--- config.mk ---
export PLATFORM = sky130hd
export DESIGN_NAME = ai_slave_wr_arbiter
export DESIGN_NICKNAME = d
export VERILOG_FILES = /design/src/rtl/ai_slave_wr_arbiter.sv
export SDC_FILE = /design/constraint.sdc
export NUM_CORES = 1
export LEC_CHECK = 0
export ABC_AREA = 1
export CELL_PAD_IN_SITES_DETAIL_PLACEMENT = 1
export CELL_PAD_IN_SITES_GLOBAL_PLACEMENT = 1
export CORE_ASPECT_RATIO = 1.4
export CORE_MARGIN = 2
export CORE_UTILIZATION = 23
export DETAILED_ROUTE_END_ITERATION = 8
export MAX_ROUTING_LAYER = met4
export PLACE_DENSITY = 0.9
export RECOVER_POWER = 25
export SYNTH_ARGS = -nofsm -noshare
export SYNTH_HDL_FRONTEND = slang
export SYNTH_SLANG_ARGS = --single-unit
--- constraint.sdc ---
create_clock -name ACLK_i -period 3.1 [get_ports ACLK_i]
set_input_delay 0.465 -clock ACLK_i [delete_from_list [all_inputs] [get_ports ACLK_i]]
set_output_delay 0.465 -clock ACLK_i [all_outputs]
set_load 0.01 [all_outputs]
--- src/rtl/ai_slave_wr_arbiter.sv ---
// -----------------------------------------------------------------------------
// ai_slave_wr_arbiter
//
// Purpose:
//   Write-path arbiter in front of one slave port. MST_AMT master-side
//   dispatchers compete for the slave's AW channel; the winner is chosen
//   round-robin and its AW payload is registered into a one-entry output slot.
//   Every granted master index is pushed into an order FIFO, and the W channel
//   is steered to the master at the FIFO head, so W bursts reach the slave in
//   exactly the order their AWs were granted. B/AR/R are not handled here.
//
// Handshake semantics (all channels):
//   A transfer happens on a rising ACLK_i edge where VALID and READY are both
//   high. A source holds VALID and its payload stable until that edge. READY
//   may depend combinationally on VALID; VALID never depends on READY.
//
// Ports:
//   ACLK_i, ARESET_i            clock, synchronous active-high reset
//   dsp_AW*_i                   packed AW payloads, master k in slice k
//   dsp_AWVALID_i/AWREADY_o     AW request per master / one-hot grant
//   dsp_WDATA_i/WLAST_i/WVALID_i packed W inputs per master
//   dsp_WREADY_o                W ready, one-hot to the FIFO-head master
//   s_AW*_o, s_AWVALID_o        registered AW to the slave
//   s_AWREADY_i                 AW ready from the slave
//   s_WDATA_o/WLAST_o/WVALID_o  W to the slave (combinational mux)
//   s_WREADY_i                  W ready from the slave
//   outst_full_o                order FIFO holds OUTSTANDING_AMT entries
// -----------------------------------------------------------------------------
module ai_slave_wr_arbiter #(
  parameter int MST_AMT           = 2,
  parameter int OUTSTANDING_AMT   = 8,
  parameter int DATA_WIDTH        = 32,
  parameter int ADDR_WIDTH        = 32,
  parameter int TRANS_MST_ID_W    = 5,
  parameter int TRANS_BURST_W     = 2,
  parameter int TRANS_DATA_LEN_W  = 3,
  parameter int TRANS_DATA_SIZE_W = 3
) (
  input  logic                                   ACLK_i,
  input  logic                                   ARESET_i,
  // master-side AW
  input  logic [MST_AMT*TRANS_MST_ID_W-1:0]      dsp_AWID_i,
  input  logic [MST_AMT*ADDR_WIDTH-1:0]          dsp_AWADDR_i,
  input  logic [MST_AMT*TRANS_BURST_W-1:0]       dsp_AWBURST_i,
  input  logic [MST_AMT*TRANS_DATA_LEN_W-1:0]    dsp_AWLEN_i,
  input  logic [MST_AMT*TRANS_DATA_SIZE_W-1:0]   dsp_AWSIZE_i,
  input  logic [MST_AMT-1:0]                     dsp_AWVALID_i,
  output logic [MST_AMT-1:0]                     dsp_AWREADY_o,
  // master-side W
  input  logic [MST_AMT*DATA_WIDTH-1:0]          dsp_WDATA_i,
  input  logic [MST_AMT-1:0]                     dsp_WLAST_i,
  input  logic [MST_AMT-1:0]                     dsp_WVALID_i,
  output logic [MST_AMT-1:0]                     dsp_WREADY_o,
  // slave-side AW
  output logic [TRANS_MST_ID_W-1:0]              s_AWID_o,
  output logic [ADDR_WIDTH-1:0]                  s_AWADDR_o,
  output logic [TRANS_BURST_W-1:0]               s_AWBURST_o,
  output logic [TRANS_DATA_LEN_W-1:0]            s_AWLEN_o,
  output logic [TRANS_DATA_SIZE_W-1:0]           s_AWSIZE_o,
  output logic                                   s_AWVALID_o,
  input  logic                                   s_AWREADY_i,
  // slave-side W
  output logic [DATA_WIDTH-1:0]                  s_WDATA_o,
  output logic                                   s_WLAST_o,
  output logic                                   s_WVALID_o,
  input  logic                                   s_WREADY_i,
  // status
  output logic                                   outst_full_o
);

  localparam int MIDX_W = (MST_AMT > 1) ? $clog2(MST_AMT) : 1;
  localparam int PTR_W  = (OUTSTANDING_AMT > 1) ? $clog2(OUTSTANDING_AMT) : 1;
  localparam int CNT_W  = PTR_W + 1;

  // ---------------------------------------------------------------------------
  // State
  // ---------------------------------------------------------------------------
  logic                          aw_valid_q, aw_valid_d;
  logic [TRANS_MST_ID_W-1:0]     aw_id_q,    aw_id_d;
  logic [ADDR_WIDTH-1:0]         aw_addr_q,  aw_addr_d;
  logic [TRANS_BURST_W-1:0]      aw_burst_q, aw_burst_d;
  logic [TRANS_DATA_LEN_W-1:0]   aw_len_q,   aw_len_d;
  logic [TRANS_DATA_SIZE_W-1:0]  aw_size_q,  aw_size_d;

  logic [MIDX_W-1:0]             rr_ptr_q, rr_ptr_d;

  logic [MIDX_W-1:0]             fifo_q [OUTSTANDING_AMT];
  logic [MIDX_W-1:0]             fifo_d [OUTSTANDING_AMT];
  logic [PTR_W-1:0]              wr_ptr_q, wr_ptr_d;
  logic [PTR_W-1:0]              rd_ptr_q, rd_ptr_d;
  logic [CNT_W-1:0]              count_q,  count_d;

  // ---------------------------------------------------------------------------
  // Grant decision
  // ---------------------------------------------------------------------------
  logic              fifo_full;
  logic              fifo_empty;
  logic              slot_free;
  logic              can_grant;
  logic              req_found;
  logic [MIDX_W-1:0] grant_idx;
  logic              grant;
  logic              pop;
  logic [MIDX_W-1:0] head_idx;

  assign fifo_full  = (count_q == CNT_W'(OUTSTANDING_AMT));
  assign fifo_empty = (count_q == '0);
  // The slot can take a new AW if it is empty or is being drained this cycle.
  // Fullness uses the registered count, so a same-cycle pop does not unblock.
  assign slot_free  = !aw_valid_q || s_AWREADY_i;
  assign can_grant  = slot_free && !fifo_full;
  assign grant      = can_grant && req_found;

  // Round robin: first look at masters at or above rr_ptr, then wrap around to
  // the low indices. The first pass has priority over the second.
  always_comb begin
    req_found = 1'b0;
    grant_idx = '0;
    for (int k = 0; k < MST_AMT; k++) begin
      if (!req_found && dsp_AWVALID_i[k] && (MIDX_W'(k) >= rr_ptr_q)) begin
        req_found = 1'b1;
        grant_idx = MIDX_W'(k);
      end
    end
    for (int k = 0; k < MST_AMT; k++) begin
      if (!req_found && dsp_AWVALID_i[k]) begin
        req_found = 1'b1;
        grant_idx = MIDX_W'(k);
      end
    end
  end

  always_comb begin
    dsp_AWREADY_o = '0;
    for (int k = 0; k < MST_AMT; k++) begin
      dsp_AWREADY_o[k] = grant && (grant_idx == MIDX_W'(k));
    end
  end

  // ---------------------------------------------------------------------------
  // AW slot next state
  // ---------------------------------------------------------------------------
  always_comb begin
    aw_valid_d = aw_valid_q;
    aw_id_d    = aw_id_q;
    aw_addr_d  = aw_addr_q;
    aw_burst_d = aw_burst_q;
    aw_len_d   = aw_len_q;
    aw_size_d  = aw_size_q;
    if (grant) begin
      aw_valid_d = 1'b1;
      for (int k = 0; k < MST_AMT; k++) begin
        if (grant_idx == MIDX_W'(k)) begin
          aw_id_d    = dsp_AWID_i[k*TRANS_MST_ID_W +: TRANS_MST_ID_W];
          aw_addr_d  = dsp_AWADDR_i[k*ADDR_WIDTH +: ADDR_WIDTH];
          aw_burst_d = dsp_AWBURST_i[k*TRANS_BURST_W +: TRANS_BURST_W];
          aw_len_d   = dsp_AWLEN_i[k*TRANS_DATA_LEN_W +: TRANS_DATA_LEN_W];
          aw_size_d  = dsp_AWSIZE_i[k*TRANS_DATA_SIZE_W +: TRANS_DATA_SIZE_W];
        end
      end
    end else if (s_AWREADY_i) begin
      aw_valid_d = 1'b0;
    end
  end

  always_comb begin
    rr_ptr_d = rr_ptr_q;
    if (grant) begin
      rr_ptr_d = (grant_idx == MIDX_W'(MST_AMT - 1)) ? '0 : grant_idx + MIDX_W'(1);
    end
  end

  // ---------------------------------------------------------------------------
  // W steering from the order FIFO head
  // ---------------------------------------------------------------------------
  assign head_idx = fifo_q[rd_ptr_q];

  always_comb begin
    s_WVALID_o   = 1'b0;
    s_WLAST_o    = 1'b0;
    s_WDATA_o    = '0;
    dsp_WREADY_o = '0;
    if (!fifo_empty) begin
      for (int k = 0; k < MST_AMT; k++) begin
        if (head_idx == MIDX_W'(k)) begin
          s_WVALID_o      = dsp_WVALID_i[k];
          s_WLAST_o       = dsp_WLAST_i[k];
          s_WDATA_o       = dsp_WDATA_i[k*DATA_WIDTH +: DATA_WIDTH];
          dsp_WREADY_o[k] = s_WREADY_i;
        end
      end
    end
  end

  // A burst retires on its accepted last beat; beats are not counted.
  assign pop = s_WVALID_o && s_WREADY_i && s_WLAST_o;

  // ---------------------------------------------------------------------------
  // Order FIFO next state
  // ---------------------------------------------------------------------------
  always_comb begin
    for (int e = 0; e < OUTSTANDING_AMT; e++) begin
      fifo_d[e] = fifo_q[e];
    end
    wr_ptr_d = wr_ptr_q;
    rd_ptr_d = rd_ptr_q;
    count_d  = count_q;
    if (grant) begin
      fifo_d[wr_ptr_q] = grant_idx;
      wr_ptr_d         = wr_ptr_q + PTR_W'(1);
    end
    if (pop) begin
      rd_ptr_d = rd_ptr_q + PTR_W'(1);
    end
    case ({grant, pop})
      2'b10:   count_d = count_q + CNT_W'(1);
      2'b01:   count_d = count_q - CNT_W'(1);
      default: count_d = count_q;
    endcase
  end

  // ---------------------------------------------------------------------------
  // Registers
  // ---------------------------------------------------------------------------
  always_ff @(posedge ACLK_i) begin
    if (ARESET_i) begin
      aw_valid_q <= 1'b0;
      aw_id_q    <= '0;
      aw_addr_q  <= '0;
      aw_burst_q <= '0;
      aw_len_q   <= '0;
      aw_size_q  <= '0;
      rr_ptr_q   <= '0;
      wr_ptr_q   <= '0;
      rd_ptr_q   <= '0;
      count_q    <= '0;
      for (int e = 0; e < OUTSTANDING_AMT; e++) begin
        fifo_q[e] <= '0;
      end
    end else begin
      aw_valid_q <= aw_valid_d;
      aw_id_q    <= aw_id_d;
      aw_addr_q  <= aw_addr_d;
      aw_burst_q <= aw_burst_d;
      aw_len_q   <= aw_len_d;
      aw_size_q  <= aw_size_d;
      rr_ptr_q   <= rr_ptr_d;
      wr_ptr_q   <= wr_ptr_d;
      rd_ptr_q   <= rd_ptr_d;
      count_q    <= count_d;
      for (int e = 0; e < OUTSTANDING_AMT; e++) begin
        fifo_q[e] <= fifo_d[e];
      end
    end
  end

  // ---------------------------------------------------------------------------
  // Outputs
  // ---------------------------------------------------------------------------
  assign s_AWVALID_o  = aw_valid_q;
  assign s_AWID_o     = aw_id_q;
  assign s_AWADDR_o   = aw_addr_q;
  assign s_AWBURST_o  = aw_burst_q;
  assign s_AWLEN_o    = aw_len_q;
  assign s_AWSIZE_o   = aw_size_q;
  assign outst_full_o = fifo_full;

endmodule

Yosys cells after proc, flatten, opt, wreduce, memory -nomap -nowiden --
Memories as Yosys holds them, arrays and structs flattened. A register that Yosys moved wholly into a read port is not among the register bits. Index checks and enable logic that the tools add are counted.
Operators by class: add/subtract/negate cells 5, $lt $le $gt $ge 4, eq/ne operators 3, multiplexer cells 42, bitwise logic cells 10, reductions and logical operators 21
Operator list (count):
- 2-to-1 mux 32 bit | 3
- 2-to-1 mux 1 bit | 28
- logical AND 1 bit | 12
- 2-to-1 mux 3 bit | 4
- bitwise mux 8 bit | 1
- 2-to-1 mux 8 bit | 1
- OR 1 bit | 8
- case mux 4 bit (2 select lines) | 1
- adder 3 x 1 -> 3 bit (second input constant) | 2
- logical NOT 1 bit | 5
- 2-to-1 mux 5 bit | 1
- adder 4 x 1 -> 4 bit (second input constant) | 1
- == test 4 bit (second input constant) | 1
- >= comparator 4 bit (second input constant) | 1
- logical NOT 4 bit | 1
- less-than comparator 4 x 1 -> 1 bit (second input constant) | 1
- 2-to-1 mux 2 bit | 2
- NOT 3 -> 4 bit | 1
- nonzero test 2 bit | 2
- subtractor 4 x 1 -> 4 bit (second input constant) | 1
- demux 1 bit (select 3 bit) | 1
- == test 2 x 1 -> 1 bit (second input constant) | 1
- == test 2 bit (second input constant) | 1
- >= comparator 1 bit (first input constant) | 2
- other kinds (3) | 3
Word-level totals: bits in registers 57, bits in writable memories 8, bits of input ports 164, output and inout port bits 85, memories kept 1
Memory list:
- fifo_q | depth 8, width 1, rd ports 9, clocked after memory_dff 1, write ports 8, line 87 | logic [MIDX_W-1:0] fifo_q [OUTSTANDING_AMT];

Depth between registers and ports, before layout --
Gate-level depths: netlist of run 1.
depth in word-level cells 16, gate-level depth with buffers 15, gate-level depth less buffers 15

Least setup slack after synthesis of run 1 --
Ideal clock, no wire load.
kind register to register, from register with a tool-made name, to register count_q[3], library setup time 0.122 ns, data arrival time 2.151 ns, required time 2.978 ns, setup slack 0.827 ns, stages on the path, launching flop included 16, buffers on the path 0, path through dfxtp_1 inv_2 nand2_1 nand3_1 nand3_1 nand2_1 nand2_1 nand3_1 nor2_2 ha_1 xor2_1 nand3_1 a21oi_1 o21ai_0 o21ai_0 a21oi_1
RTL lines:
- end signal, assigned | line 250 | count_q <= count_d;
- end, declared | line 91 | logic [CNT_W-1:0] count_q, count_d;

==> results of run 1 <==
==> stage by stage <==
step	hold slack [ns]	power, uW
global placement	0.448	2530
floorplan	0.429	1730
finish	0.452	3550
global route	0.486	3780
CTS	0.460	3620
detailed placement	0.450	2570
==> path summary, 6_finish.rpt <==
kind | startpoint | to | slack, ns
max | flop | s_WDATA_o[3] | 0.25
min | fifo_q[6] | fifo_q[6] | 0.45
max reg2reg | flop | count_q[3] | 0.53
min reg2reg | fifo_q[6] | fifo_q[6] | 0.45
==> kinds of logic (layout without fill, tap and decap cells) <==
| group | count (synthesis) | count (layout) | share of synthesized area (%) |
|---|---|---|---|
| adder cells (fa/ha/maj) | 5 | 5 | 1.77 |
| XOR/XNOR | 4 | 4 | 0.990 |
| flip-flops | 68 | 68 | 38.5 |
| AO/OA/AOI/OAI | 110 | 110 | 18.5 |
| AND/OR/NAND/NOR | 279 | 279 | 31.7 |
| buffers and inverters | 64 | 306 | 8.63 |
==> synth_stat cells (3+ instances only) <==
cell and count:
nand2_1 166, nor2_1 86, dfxtp_1 68, o21ai_0 47, a31oi_1 38, inv_1 32
clkbuf_1 19, a21oi_1 16, nand3_1 13, a31oi_2 7, nand2_2 7, ha_1 5
buf_4 4, buf_6 4, buf_2 3, xor2_1 3
==> layer usage <==
| layer | part of all wire [%] | up-vias | track usage (%) | routed length [um] |
|---|---|---|---|---|
| met5 | 0 | - | - | 0 |
| met4 | 2.8 | 0 | 7.05 | 393 |
| met3 | 9.0 | 25 | 5.15 | 1270 |
| met2 | 52 | 193 | 32.1 | 7300 |
| met1 | 36 | 2049 | 17.1 | 5080 |
| li1 | - | 2190 | - | - |
==> worst max-delay path: cells and delay by family, from the launching register on <==
| family | cells | cell delay [ns] |
|---|---|---|
| buffers and inverters | 3 | 0.89 |
| DFF | 1 | 0.40 |
| and+or+nand+nor | 7 | 0.75 |
==> cell type report <==
type | count | share of cell area (%)
well taps | 192 | 3.73
clock inverters | 7 | 1.16
inverters | 33 | 1.92
multi-input cells | 398 | 29.1
flip-flops and latches | 68 | 21.1
clock buffers | 9 | 3.49
repair buffers | 257 | 39.5
==> state kept, by name (all words and copies together), names as in the netlist, 2 cells and up, named ones only <==
name,cells
s_AWSIZE_o,3
wr_ptr_q,3
s_AWBURST_o,2
s_AWADDR_o,32
count_q,4
fifo_q,8
rd_ptr_q,3
s_AWID_o,5
s_AWLEN_o,3
==> report_power, final <==
group	internal (uW)	total [uW]	leakage, uW	switching (uW)
Sequential	963	1020	0.000560	53.7
Clock	626	1040	0.000138	411
Combinational	762	1490	0.00187	732
Total	2350	3550	0.00257	1200
==> what timing repair did <==
action                                  in CTS  in global routing
hold endpoints to repair                     0                  0
endpoints found under the setup margin       5                  0
resized for setup                            1                  0
==> metrics.csv, run 1 <==
metric,value,unit
status,"finished, final reports clean",
final_core_util,42.8,%
critical_path_class,reg2out,
max_stage_delay,0.57,ns
fp-row-count,53,
slew_violations,0,
synth_cell_types,28,
grt_first_pass_wirelength,21.9,mm
areaGrowthSynthToFinish,82.1,%
placed_cell_area,6140,um2
cts.sinks,68,
cts_made_buffers,9,
grt_max_degree,47,
num_vias,4457,
powerDensity,551,nW/um2
fin_setup_tns,0,ns
final_antenna_net_count,0,
async_flop_share,0,%
clkSlewWorstSetupHoldPaths,0.06,ns
grtUsageTotal,17.5,%
dp_hpwl,10.9,mm
seq_area_frac_synth,38.5,%
synth_nets,699,
core_area,15100,um2
crit_path_max_fanout,19,
synth_area_per_cell,6.68,um2
start_util,23.5,%
rsz0062_at_grt,no,
gp_congestion,0.796,
worstHoldPathType,reg2reg,
overflow,0,
synth_flop_cell,dfxtp_1,
antenna_found_initial,0,
layout_min_cycle_time,2.85,ns
fin_skew,0.00712,ns
crit_required,2.63,ns
maxCapViolCount,0,
period_share,91.9,%
cp_common_cell,nand2_1,
die_y,151,um
maxSlewHeadroom,63.6,%
vdd_ir_drop_max,292,uV
timing.final.ws_setup,0.252,ns
num_antenna_cells,0,
netlist_area,3540,um2
crit_chain,inv_2 > nand2_1 > nand3_1 > nand2_1 > nand2_1 > nand2_2 > buf_4 > nor2_1 > nor2_1 > clkdlybuf4s50_1,
fp.dieW,109,um
reg2regPathDepth,15,
fin_area,6440,um2
first_pass_iters,4,
synth_edf_count,0,
synth_top_area_cell,dfxtp_1,
dieArea,16400,um2
htreeDepth,3,
grt_pass1_vias,4592,
initialDrtViolationCount,163,
fmax,0.351,GHz
place.port_buffers,248,
nFillCells,1887,
min_path_cells,2,
cts_tree,yes,
nNetsFinal,936,
crit_arrival,2.38,ns
regArea,1360,um2
syn_inst,530,
synth_top_area_share,38.5,%
ys_ff_latch,68,
clock_tree.root_cell,clkbuf_16,
dp.cells,948,
multi_input_area,1870,um2
tightest_slew,0.547,ns
layout_commonest_cell,clkdlybuf4s50_1,
layout_common_cells,"209 x clkdlybuf4s50_1, 165 x nand2_1, 86 x nor2_1",
final_cell_count_no_fill,964,
via_per_inst,4.62,
postCtsSetupBuffers,0,
p_leak,0.00257,uW
final_hold_viol_count,0,
wl_per_cell,14.6,um
drc,0,
endpoint_kind,output port,
pre_cts_slack,0.310,ns
yosys-top-cells-area,"dfxtp_1 38%, nand2_1 18%, nor2_1 9.1%, a31oi_1 6.7%, o21ai_0 6.6%",
cp_slowest_cell,clkdlybuf4s50_1,
ctsHoldBuffers,0,
setup_violations,0,
io_pins,249,
cts_buffer_depth,2,
drt-total-wl,14.0,mm
synth_warnings,0,
clk_latency,0.34,ns
start_kind,flop,
drive_gt1_share,6.09,%
(Power assumes the default switching activity.)
==> run 2, diff against run 1 <==
Settings changed: ABC_AREA 1 to unset, CORE_UTILIZATION 23 to 24, GPL_ROUTABILITY_DRIVEN set to 0, PLACE_DENSITY 0.9 to 0.88, SETUP_SLACK_MARGIN set to 0.02.
==> run 2 against run 1 <==
Compared with the run above: first-iteration DRC count shrank 19%; worst hold slack gained 0.046 ns; power shrank 1.5%; synthesized cell count shrank 16%; sequential cell count is the same; non-clock buffer count grew 7; die area shrank 0.43%; count of clock-buffer cells in the layout is the same; critical endpoint is now s_WDATA_o[18]; largest power group unchanged.
==> metrics.csv, run 2 <==
metric,value,unit
status,"finished, final reports clean",
nFillCells,1748,
power.switching,1090,uW
netlist_area,3680,um2
min_path_cells,2,
fin_setup_tns,0,ns
final_antenna_net_count,0,
yosys-top-cells-area,"dfxtp_1 37%, mux2i_1 12%, nor2_1 10%, nand2_1 9.6%, a311oi_1 8.1%",
drive_gt1_share,8.73,%
clkSlewWorstSetupHoldPaths,0.06,ns
setup_violations,0,
io_pins,249,
async_flop_share,0,%
maxCapViolCount,0,
overflow,0,
grt_max_degree,99,
dp.cells,856,
synth_edf_count,0,
final_cell_count_no_fill,879,
synth_top_area_cell,dfxtp_1,
first_pass_iters,4,
rrSetupSlack,0.10,ns
ys_ff_latch,68,
synth_top_area_share,37.0,%
fin_skew,0.00691,ns
synth_nets,615,
reg2regPathDepth,12,
core_area,15000,um2
largest_reg_flops,32,
synthTopCellsByCount,"99 x nor2_1, 94 x nand2_1, 68 x dfxtp_1, 45 x mux2i_1, 34 x a311oi_1",
start_util,24.5,%
p_seq_share,29.8,%
min_from,s_AWSIZE_o[0],
cts_tree,yes,
clk_latency,0.33,ns
clock_tree.root_cell,clkbuf_16,
grtUsageTotal,18.8,%
dieArea,16300,um2
regArea,1360,um2
htreeDepth,3,
layout_min_cycle_time,3.05,ns
dp_hpwl,11.5,mm
p_int,2400,uW
fp-row-count,53,
fp.dieW,109,um
crit_required,2.63,ns
syn_inst,446,
vdd_ir_drop_max,245,uV
crit_path_max_fanout,9,
powerDensity,516,nW/um2
crit_arrival,2.58,ns
seq_area_frac_synth,37.0,%
wl_per_cell,17.7,um
holdWs,0.498,ns
multi_input_area,2150,um2
cts_buffer_depth,2,
die_y,150,um
tightest_slew,1.03,ns
grt_first_pass_wirelength,23.0,mm
nNetsFinal,851,
period_share,98.4,%
p_sw_share,31.3,%
worstHoldPathType,reg2reg,
layout_commonest_cell,clkdlybuf4s50_1,
rr_endpoint,count_q[2],
p_leak,0.00293,uW
via_per_inst,4.81,
power,3500,uW
synth_warnings,0,
min_to,s_AWSIZE_o[0],
critical_path_class,reg2out,
synth_cell_types,37,
place.port_buffers,248,
drc,0,
synth_area_per_cell,8.24,um2
fmax,0.328,GHz
start_kind,flop,
slew_violations,0,
synth_flop_cell,dfxtp_1,
synth_most_common_cell,nor2_1,
endpoint_kind,output port,
cts.sinks,68,
pwr-share-comb,38.3,%
maxSlewHeadroom,31.6,%
cts_made_buffers,9,
drt-total-wl,15.6,mm
p_clk_share,31.9,%
initialDrtViolationCount,132,
layout_common_cells,"206 x clkdlybuf4s50_1, 99 x nor2_1, 94 x nand2_1",
grt_pass1_vias,4489,
final_hold_viol_count,0,
areaGrowthSynthToFinish,84.3,%
antenna_found_initial,0,
num_vias,4231,
rsz0062_at_grt,yes,
num_antenna_cells,0,
-- run 2: critical path, stage by stage, from the launching register on --
cell and delay [ns]:
dfxtp_2 0.36, mux4_2 0.53, mux2i_4 0.25, buf_12 0.17, clkbuf_16 0.17, mux2i_1 0.22, nor2_1 0.06, clkdlybuf4s50_1 0.49
-- run 2: worst max path at each step --
stage | startpoint | to | cells past startpoint
2_1_floorplan | flop | count_q[2] | 11
3_3_place_gp | flop | s_WDATA_o[19] | 6
3_5_place_dp | flop | count_q[2] | 10
4_1_cts | flop | s_WDATA_o[4] | 6
5_1_grt | flop | count_q[2] | 12
6_report | flop | s_WDATA_o[18] | 7
-- run 2: power groups by stage --
stage          Sequential, uW  Clock (uW)  Combinational [uW]
4_1_cts                  1040        1150                1350
3_3_place_gp             1050           0                1280
3_5_place_dp             1060           0                1330
5_1_grt                  1050        1190                1440
2_1_floorplan            1060           0                 583
6_report                 1040        1120                1340
-- run 2: metrics by stage --
stage	setup slack (ns)	utilization, %	instance area, um2
floorplan	0.293	-	3680
global placement	0.285	42.1	6310
detailed placement	0.219	42.1	6310
CTS	-0.00758	44.6	6680
global route	-0.0505	45.2	6770
finish	0.0503	45.2	6770
-- run 2: layout make-up --
class                      instances  share of cell area, %
tap                              192                   3.55
clock inverter                     7                   1.46
clock buffer                       9                   3.32
inverter                           5                  0.277
multi-input combinational        334                   31.8
timing repair buffer             264                   39.5
sequential                        68                   20.1
-- run 2: kinds of logic after synthesis --
family	synth area share, %
compound gates	15.1
xor+xnor	1.67
fa+ha+maj	1.70
buf+inv	6.40
flops	37.0
mux	13.9
simple gates	24.2
-- run 2: per-layer routing --
| layer | up-vias | wire length (um) | track usage [%] |
|---|---|---|---|
| met5 | - | 0 | - |
| met4 | 0 | 485 | 8.14 |
| met3 | 30 | 1560 | 6.58 |
| met2 | 220 | 8160 | 34.0 |
| met1 | 1965 | 5380 | 17.7 |
| li1 | 2016 | - | - |
-- run 2: repair_timing --
item	CTS	global route
resized for setup	2	11
endpoints found under the setup margin	8	22
pin swaps	0	2
hold buffers	0	0
cloned	1	3
buffers inserted	1	2
==> run 3, diff against run 2 <==
Settings changed: PLACE_DENSITY 0.88 to unset, PLACE_DENSITY_LB_ADDON set to 0.1, SLEW_MARGIN set to 20.
==> run 3 against run 2 <==
Compared with the run above: power fell by 7.1%; routed wire length fell by 10%; sequential power barely moved; sequential cell count did not move; count of clock-buffer cells in the layout rose by 5; utilization fell by 0.99 points; non-clock buffer count fell by 4; worst hold slack got worse by 0.0066 ns; largest cell class unchanged.
==> metrics.csv, run 3 (synthesis gave the netlist of run 2 again) <==
metric,value,unit
setup_violations,0,
antenna_found_initial,0,
routed-wl-met2,6.91,mm
wl_met1,5.29,mm
rrSetupSlack,0.30,ns
clock_tree.root_cell,clkbuf_16,
p_clk_share,28.6,%
cts_tree,yes,
dieArea,16300,um2
pwr-share-comb,39.6,%
powerDensity,491,nW/um2
layout_min_cycle_time,3.00,ns
first_pass_iters,4,
power,3250,uW
start_util,24.5,%
fp-row-count,53,
p_int,2240,uW
status,"finished, final reports clean",
overflow,0,
grt_max_degree,99,
dp_hpwl,10.3,mm
place.port_buffers,248,
via_per_inst,4.71,
cts_buffer_depth,2,
regArea,1360,um2
grtUsageTotal,17.4,%
reg2regPathDepth,11,
nNetsFinal,847,
die_y,150,um
maxSlewHeadroom,30.5,%
layout_common_cells,"210 x clkdlybuf4s50_1, 99 x nor2_1, 94 x nand2_1",
vdd_ir_drop_max,253,uV
tightest_slew,1.04,ns
slew_violations,0,
crit_required,2.63,ns
top_layer_used,met4,
fp.dieW,109,um
met3_wirelength,1.58,mm
start_kind,flop,
drt-total-wl,14.0,mm
period_share,96.7,%
layout_commonest_cell,clkdlybuf4s50_1,
endpoint,s_WDATA_o[19],
fin_skew,0.00536,ns
maxCapViolCount,0,
power.switching,1010,uW
clkSlewWorstSetupHoldPaths,0.05,ns
final_cell_count_no_fill,875,
critical_path_class,reg2out,
p_sw_share,31.0,%
initialDrtViolationCount,101,
num_vias,4120,
rsz0062_at_grt,no,
p_leak,0.00284,uW
largest_reg_flops,32,
crit_path_max_fanout,18,
cts_made_buffers,9,
rr_endpoint,count_q[2],
drive_gt1_share,6.88,%
crit_arrival,2.53,ns
fmax,0.334,GHz
dp.cells,855,
io_pins,249,
drc,0,
cts.sinks,68,
grt_pass1_vias,4304,
grt_first_pass_wirelength,21.6,mm
endpoint_kind,output port,
core_area,15000,um2
htreeDepth,3,
multi_input_area,2120,um2
final_hold_viol_count,0,
nFillCells,1749,
worstHoldPathType,reg2reg,
areaGrowthSynthToFinish,80.2,%
p_seq_share,31.9,%
clk_latency,0.33,ns
final_antenna_net_count,0,
wl_per_cell,16.0,um
num_antenna_cells,0,
## run 3: changes by cell type in the layout (fill, tap and decap cells not counted), moves of 2 or more
cell and delta:
ha_2 -2, buf_6 -2, clkinv_4 -2, bufinv_16 -2
clkdlybuf4s50_1 +4, dlymetal6s2s_1 -3, clkbuf_1 +4, ha_1 +2
clkbuf_16 -2
## run 3: stage by stage
| stage | hold slack (ns) | setup slack, ns | TNS [ns] | area [um2] | utilization, % |
|---|---|---|---|---|---|
| after floorplan | 0.455 | 0.293 | 0 | 3680 | - |
| after global placement | 0.475 | 0.333 | 0 | 6310 | 42.1 |
| after detailed placement | 0.489 | 0.264 | 0 | 6310 | 42.1 |
| after CTS | 0.501 | -0.0244 | -0.309 | 6610 | 44.1 |
| after global routing | 0.521 | 0.0169 | 0 | 6630 | 44.2 |
| final | 0.491 | 0.103 | 0 | 6630 | 44.2 |
## run 3: worst min path at each step
stage | start | endpoint | slack [ns] | depth (start not counted)
global route | s_AWADDR_o[9] | s_AWADDR_o[9] | 0.52 | 2
detailed placement | fifo_q[3] | fifo_q[3] | 0.49 | 2
floorplan | rr_ptr_q | rr_ptr_q | 0.45 | 2
global placement | fifo_q[3] | fifo_q[3] | 0.48 | 2
finish | s_AWADDR_o[26] | s_AWADDR_o[26] | 0.49 | 2
CTS | s_AWADDR_o[26] | s_AWADDR_o[26] | 0.50 | 2
## run 3: final cells by class
class	instances	share of cell area, %
Sequential cell	68	20.6
Tap cell	192	3.63
Inverter	5	0.283
Clock buffer	14	3.83
Multi-Input combinational cell	334	32.1
Clock inverter	2	0.151
Timing Repair Buffer	260	39.5
## run 3: power by group through the flow
| stage | clock network (uW) | logic (uW) | registers [uW] |
|---|---|---|---|
| after floorplan | 0 | 583 | 1060 |
| after global placement | 0 | 1290 | 1050 |
| after detailed placement | 0 | 1310 | 1060 |
| after CTS | 962 | 1330 | 1040 |
| after global routing | 1000 | 1400 | 1050 |
| final | 928 | 1290 | 1040 |
## run 3: worst max-delay path, stage by stage (launching register included)
cell and delay (ns):
dfxtp_2 0.35, mux4_2 0.53, mux2i_4 0.18, buf_4 0.15
buf_12 0.17, mux2i_1 0.28, nor2_1 0.06, clkdlybuf4s50_1 0.48
## run 3: what timing repair did
| item | in CTS | in global routing |
|---|---|---|
| setup endpoints to repair | 2 | 29 |
| gates resized for setup | 0 | 3 |
| cloned | 1 | 0 |
| hold buffers | 0 | 0 |
| setup buffers | 0 | 3 |
## run 3: metal layers
metal	GRT usage [%]	vias to the layer above
li1	-	2012
met1	17.3	1905
met2	31.3	191
met3	6.67	12
met4	4.81	0
met5	-	-
